[config.mk]
export PLATFORM = sky130hd
export DESIGN_NAME = kypd_scan
export DESIGN_NICKNAME = d
export VERILOG_FILES = /design/src/rtl/kypd_pkg.sv /design/src/rtl/kypd_scan_sync2.sv /design/src/rtl/kypd_scan.sv
export SDC_FILE = /design/constraint.sdc
export NUM_CORES = 1
export LEC_CHECK = 0
export BUFFER_PORTS_ARGS = -buffer_cell sky130_fd_sc_hd__buf_2
export CAP_MARGIN = 20
export CORE_MARGIN = 2
export CORE_UTILIZATION = 65
export DETAILED_ROUTE_END_ITERATION = 8
export PLACE_DENSITY_LB_ADDON = 0.25
export SYNTH_ARGS = -nofsm -noshare
export SYNTH_HDL_FRONTEND = slang
export SYNTH_SLANG_ARGS = --single-unit
[constraint.sdc]
create_clock -name CLK -period 6.8 [get_ports CLK]
set_clock_uncertainty 0.15 [all_clocks]
set_input_delay 0.68 -clock CLK [delete_from_list [all_inputs] [get_ports CLK]]
set_output_delay 0.68 -clock CLK [all_outputs]
set_load 0.02 [all_outputs]
[src/rtl/kypd_pkg.sv]
// Shared definitions for the 4x4 keypad scanner: matrix geometry,
// key-code table and bit-counting helpers for the debounced matrix.
package kypd_pkg;

   localparam int unsigned KYPD_ROWS = 4;
   localparam int unsigned KYPD_COLS = 4;
   localparam int unsigned KYPD_KEYS = KYPD_ROWS * KYPD_COLS;

   // Column currently driven low
   typedef enum logic [1:0] {
      COL0 = 2'd0,
      COL1 = 2'd1,
      COL2 = 2'd2,
      COL3 = 2'd3
   } col_state_t;

   // Key code indexed by r*4+c (Digilent KYPD legend)
   localparam logic [3:0] KEY_MAP [KYPD_KEYS] = '{
      4'h1, 4'h2, 4'h3, 4'hA,
      4'h4, 4'h5, 4'h6, 4'hB,
      4'h7, 4'h8, 4'h9, 4'hC,
      4'h0, 4'hF, 4'hE, 4'hD
   };

   // Number of pressed keys in a matrix snapshot
   function automatic logic [4:0] popcount16(input logic [15:0] v);
      logic [4:0] n;
      n = '0;
      for (int unsigned i = 0; i < 16; i++) begin
         n = n + 5'(v[i]);
      end
      return n;
   endfunction

   // True when exactly one key is pressed
   function automatic logic is_onehot16(input logic [15:0] v);
      return popcount16(v) == 5'd1;
   endfunction

   // Key code for a snapshot; snapshot bit 4*c+r holds key (r,c).
   // Only meaningful for a one-hot snapshot.
   function automatic logic [3:0] key_code(input logic [15:0] v);
      logic [3:0] k;
      logic [3:0] bi;
      logic [3:0] idx;
      k = '0;
      for (int unsigned i = 0; i < 16; i++) begin
         bi  = 4'(i);
         idx = {bi[1:0], bi[3:2]};
         if (v[i]) begin
            k = KEY_MAP[idx];
         end
      end
      return k;
   endfunction

endpackage

[src/rtl/kypd_scan_sync2.sv]
// Generic two-flop synchronizer for asynchronous level inputs.
module sync2 #(
   parameter int unsigned      WIDTH   = 4,
   parameter logic [WIDTH-1:0] RST_VAL = '0
) (
   input  logic             clk,
   input  logic             rst,
   input  logic [WIDTH-1:0] d,
   output logic [WIDTH-1:0] q
);

   logic [WIDTH-1:0] meta;

   // Two register stages to resolve metastability
   always_ff @(posedge clk or posedge rst) begin
      if (rst) begin
         meta <= RST_VAL;
         q    <= RST_VAL;
      end else begin
         meta <= d;
         q    <= meta;
      end
   end

endmodule

[src/rtl/kypd_scan.sv]
// 4x4 keypad scanner: walks one active-low column at a time, samples the
// synchronized rows into a whole-matrix snapshot, debounces over several
// identical full scans and decodes a single key / multi-key result.
module kypd_scan
   import kypd_pkg::*;
#(
   parameter int unsigned SETTLE_CYCLES  = 8,
   parameter int unsigned DEBOUNCE_SCANS = 4
) (
   input  logic                 CLK,
   input  logic                 RESET,
   input  logic [KYPD_ROWS-1:0] ROW,
   output logic [KYPD_COLS-1:0] COL,
   output logic [3:0]           KEY,
   output logic                 KEY_VALID,
   output logic                 KEY_PRESS,
   output logic                 MULTI
);

   localparam int unsigned     SW          = (SETTLE_CYCLES > 1) ? $clog2(SETTLE_CYCLES) : 1;
   localparam int unsigned     DW          = $clog2(DEBOUNCE_SCANS + 1);
   localparam logic [SW-1:0]   SETTLE_LAST = SW'(SETTLE_CYCLES - 1);
   localparam logic [DW-1:0]   STABLE_MAX  = DW'(DEBOUNCE_SCANS);

   col_state_t          col_state;
   col_state_t          col_next;
   logic [SW-1:0]       settle_cnt;
   logic [KYPD_ROWS-1:0] row_sync;
   logic [KYPD_ROWS-1:0] row_pressed;
   logic                col_done;
   logic                scan_done;
   logic [3:0]          col_base;

   logic [15:0]         snapshot;
   logic [15:0]         snap_full;
   logic [15:0]         candidate;
   logic [DW-1:0]       stable_cnt;
   logic [DW-1:0]       stable_next;
   logic                snap_match;
   logic [15:0]         debounced;
   logic [15:0]         deb_prev;
   logic [4:0]          deb_pop;

   sync2 #(
      .WIDTH   (KYPD_ROWS),
      .RST_VAL ('1)
   ) u_row_sync (
      .clk (CLK),
      .rst (RESET),
      .d   (ROW),
      .q   (row_sync)
   );

   assign row_pressed = ~row_sync;
   assign col_done    = (settle_cnt == SETTLE_LAST);
   assign scan_done   = col_done && (col_state == COL3);
   assign col_base    = {col_state, 2'b00};

   // Column state register
   always_ff @(posedge CLK or posedge RESET) begin
      if (RESET) begin
         col_state <= COL0;
      end else begin
         col_state <= col_next;
      end
   end

   // Advance to the next column once the current one has settled
   always_comb begin
      col_next = col_state;
      if (col_done) begin
         unique case (col_state)
            COL0: col_next = COL1;
            COL1: col_next = COL2;
            COL2: col_next = COL3;
            COL3: col_next = COL0;
         endcase
      end
   end

   // Drive exactly one column low
   always_comb begin
      COL = 4'b1110;
      unique case (col_state)
         COL0: COL = 4'b1110;
         COL1: COL = 4'b1101;
         COL2: COL = 4'b1011;
         COL3: COL = 4'b0111;
      endcase
   end

   // Settle timer for the driven column
   always_ff @(posedge CLK or posedge RESET) begin
      if (RESET) begin
         settle_cnt <= '0;
      end else if (col_done) begin
         settle_cnt <= '0;
      end else begin
         settle_cnt <= settle_cnt + SW'(1);
      end
   end

   // Capture the settled rows into this column's snapshot slice
   always_ff @(posedge CLK or posedge RESET) begin
      if (RESET) begin
         snapshot <= '0;
      end else if (col_done) begin
         snapshot[col_base +: 4] <= row_pressed;
      end
   end

   // Snapshot as it will be once column 3 is written: the scan-end compare
   // must see this cycle's column-3 sample, not last scan's.
   always_comb begin
      snap_full             = snapshot;
      snap_full[12 +: 4]    = row_pressed;
   end

   assign snap_match = (snap_full == candidate);

   // Consecutive-identical-scan count, saturating at the accept threshold
   always_comb begin
      stable_next = stable_cnt;
      if (scan_done) begin
         if (!snap_match) begin
            stable_next = DW'(1);
         end else if (stable_cnt != STABLE_MAX) begin
            stable_next = stable_cnt + DW'(1);
         end
      end
   end

   // Debounce registers; on acceptance snap_full equals the candidate
   always_ff @(posedge CLK or posedge RESET) begin
      if (RESET) begin
         candidate  <= '0;
         stable_cnt <= '0;
         debounced  <= '0;
      end else begin
         stable_cnt <= stable_next;
         if (scan_done) begin
            if (!snap_match) begin
               candidate <= snap_full;
            end
            if (stable_next == STABLE_MAX) begin
               debounced <= snap_full;
            end
         end
      end
   end

   assign deb_pop = popcount16(debounced);

   // Registered decode of the debounced matrix
   always_ff @(posedge CLK or posedge RESET) begin
      if (RESET) begin
         deb_prev  <= '0;
         KEY       <= '0;
         KEY_VALID <= 1'b0;
         KEY_PRESS <= 1'b0;
         MULTI     <= 1'b0;
      end else begin
         deb_prev  <= debounced;
         KEY_VALID <= (deb_pop == 5'd1);
         MULTI     <= (deb_pop >= 5'd2);
         KEY_PRESS <= is_onehot16(debounced) && (debounced != deb_prev);
         if (deb_pop == 5'd1) begin
            KEY <= key_code(debounced);
         end
      end
   end

endmodule

==> results by group <==
STA
  – Setup TNS: 0 ns
  – Endpoints failing setup: 0
  – Max-slew violations: 0
  – Final worst setup slack: 2.36 ns
  – Fmax: 0.225 GHz
  – Worst-margin pin slew: 1.06 ns
  – Final period util: 65.3%
  – RSZ-0062 raised after global routing: no
  – Final Hold Vio Count: 0
  – Slew HR: 28.8%
  – WHS: 0.127 ns
  – Min Tclk post-route: 4.44 ns

Finish
  – Diodes inserted: 0
  – Area occupied by multi-input gates: 1690 µm²
  – Area delta synth->final: 9.05%
  – Fillers: 425
  – Nets: 379
  – Most frequent cells in the layout: dfrtp_1 (75), inv_1 (36), xnor2_1 (28), nand2_1 (20), o31ai_1 (18)
  – Most common cell after layout, fill and taps aside: dfrtp_1
  – Area taken by flip-flops and latches: 2090 µm²
  – Fin area: 4310 µm²
  – Share of layout cells above drive strength 1: 17.9%

Floorplanning
  – Die W: 82.0 µm
  – Starting Density: 67.2%
  – Row cnt: 28
  – Placeable core area: 5890 µm²
  – Die H: 82.0 µm
  – Die area: 6720 µm²
  – Top Ports: 17

Drt
  – DRC: 0
  – TritonRoute pass-1 iters: 4
  – Wire length per cell: 16.7 µm
  – ANT nets after route: 0
  – Initial DRC count: 190
  – Post-Route WL: 7100 µm
  – Via count: 2446
  – DR vias/cell: 5.74

Critical path
  – RR Endpoint: KEY[2]
  – Worst-path cell chain: inv_1 > fa_1 > inv_1 > fa_1 > fa_1 > inv_1 > fa_1 > inv_1 > ha_1 > inv_1 > fa_1 > nor2_1 > a31oi_1 > nand4b_1 > inv_1 > nor2_1 > a31oi_1
  – Worst stage delay on the critical path: 0.51 ns
  – CP Capture Type: flop
  – Startpoint Class: flop
  – Worst R2R Start: debounced[7]
  – CP required: 6.92 ns
  – FF-to-FF path depth: 17
  – Cell mode on critical path: inv_1
  – Critical path class: reg2reg
  – Slowest CP cell: fa_1
  – Worst Path Max Fanout: 8
  – Critical Path Source: debounced[7]
  – Arr. time, crit path: 4.55 ns
  – R2R setup slack: 2.36 ns

Clocking
  – H-tree levels: 3
  – Number of post-CTS setup repair buffers: 0
  – Clock Path Buffers: 2
  – CTS resizes: 0
  – TritonCTS Sinks: 83
  – Worst-path clk slew: 0.08 ns
  – CTS tree: built
  – Clock root buffer: clkbuf_8
  – Worst skew pair latency: 0.36 ns
  – CTS buffer count: 9
  – CTS Hold Bufs: 0

Global route
  – Antenna violations before repair: 0
  – Largest net degree at the start of global routing: 84
  – Number of global-route vias before repair: 2446
  – GRT Overall Usage: 24.9%
  – Remaining global-route overflow: 0
  – Global-route wire length before repair: 11900 µm

Logic synthesis
  – Syn avg cell area: 12.2 µm²
  – Yosys cell types: 42
  – Mapped Nets: 358
  – Main synth FF type: dfrtp_1
  – Number of synthesized flops with an enable pin: 0
  – Share of the yosys chip area belonging to registers: 52.8%
  – Yosys reg bits: 83
  – Post-synth ARST share: 100%
  – Post-synthesis cell count: 325
  – Yosys warnings: 0
  – Post-synth design cell area: 3950 µm²

Place
  – Cell Area, Placed: 4100 µm²
  – Final GP Congestion: 0.832
  – IO buf count: 16
  – Post-detail-place hpwl: 5000 µm
  – Place WS: 2.35 ns

Power
  – Logic pwr share: 3.8%
  – Peak supply drop: 0.194 mV
  – Pint: 0.000700 W
  – Sw power: 0.000197 W
  – Sw frac: 22.0%
  – Pwr Density: 208 nW/µm²
  – Clock Power Share: 38.5%
  – Leak: 2.04 nW
  – Sequential power share: 57.7%

Job
  – Max cap viols: 0

Run status
  – Status: complete, no violations

Min path
  – Worst hold path type: in2async
area by class of cell:
class / count / area share, %
Clock inverter: 3 / 0.929
Inverter: 37 / 3.25
Tap cell: 75 / 2.18
Multi-Input combinational cell: 197 / 39.1
Clock buffer: 13 / 3.45
Sequential cell: 83 / 48.4
Timing Repair Buffer: 18 / 2.67
worst max-delay path by stage:
stage                     cells past startpoint  slack (ns)     end
after floorplan                              18        2.59  KEY[3]
after global placement                       17        2.59  KEY[3]
after detailed placement                     17        2.35  KEY[2]
after CTS                                    17        2.35  KEY[2]
after global routing                         17        2.02  KEY[2]
final                                        17        2.36  KEY[2]
state kept, by name, indices dropped and copies added, names as in the netlist:
register / flops
stable_cnt: 3
snapshot: 12
settle_cnt: 3
u_row_sync.q: 4
u_row_sync.meta: 4
KEY_VALID: 1
debounced: 16
deb_prev: 16
candidate: 16
col_state: 2
MULTI: 1
KEY: 4
KEY_PRESS: 1
kinds of logic (layout without fill, tap and decap cells):
kind of cell / after synthesis / in the layout / synth area share (%)
buffers and inverters: 45 / 71 / 4.56
multiplexers: 29 / 29 / 8.67
flip-flops: 83 / 83 / 52.8
XOR/XNOR: 32 / 32 / 7.09
AO/OA/AOI/OAI: 47 / 47 / 8.04
AND/OR/NAND/NOR: 62 / 62 / 8.42
adder cells (fa/ha/maj): 27 / 27 / 10.4
layer usage:
metal | wire, µm | vias up | global-route usage, %
met5 | 0 | - | 0
met4 | 216 | 0 | 15.2
met3 | 226 | 19 | 4.29
met2 | 3600 | 56 | 40.7
met1 | 3060 | 1216 | 31.2
li1 | - | 1155 | -
power groups by stage:
stage	clock network [W]	logic [W]	registers (W)
2_1_floorplan	0	0.0000250	0.000523
3_3_place_gp	0	0.0000312	0.000527
3_5_place_dp	0	0.0000323	0.000527
4_1_cts	0.000351	0.0000325	0.000518
5_1_grt	0.000375	0.0000382	0.000519
6_report	0.000346	0.0000337	0.000518
critical path, delay by kind of cell (launching register included):
kind                       cells  cell delay (ns)
adders and majority gates      6             2.43
buffers and inverters          6             0.59
DFF                            1             0.49
and+or+nand+nor                3             0.45
AOI/OAI and AO/OA              2             0.26
per-stage QoR:
step / power (W) / utilization [%] / cells
2_1_floorplan: 0.000548 / - / 325
3_3_place_gp: 0.000558 / 69.6 / 409
3_5_place_dp: 0.000560 / 69.6 / 409
4_1_cts: 0.000901 / 72.8 / 425
5_1_grt: 0.000933 / 73.3 / 426
6_report: 0.000897 / 73.3 / 426
synthesized netlist by cell type, types with 5 or more instances:
master / n / share of area, %
mux2_1: 5 / 1.4
nand4_1: 9 / 1.4
dfstp_2: 8 / 5.3
dfrtp_1: 75 / 47
nor2_1: 14 / 1.3
o31ai_1: 18 / 3.4
nand2_1: 20 / 1.9
xnor2_1: 28 / 6.2
a21oi_1: 5 / 0.63
mux2_2: 13 / 3.7
ha_1: 17 / 5.4
clkbuf_1: 6 / 0.57
o21ai_0: 11 / 1.4
mux2i_1: 5 / 1.3
inv_1: 37 / 3.5
fa_1: 10 / 5.1
mux2_4: 6 / 2.3
Power figures use the tool's default switching activity.
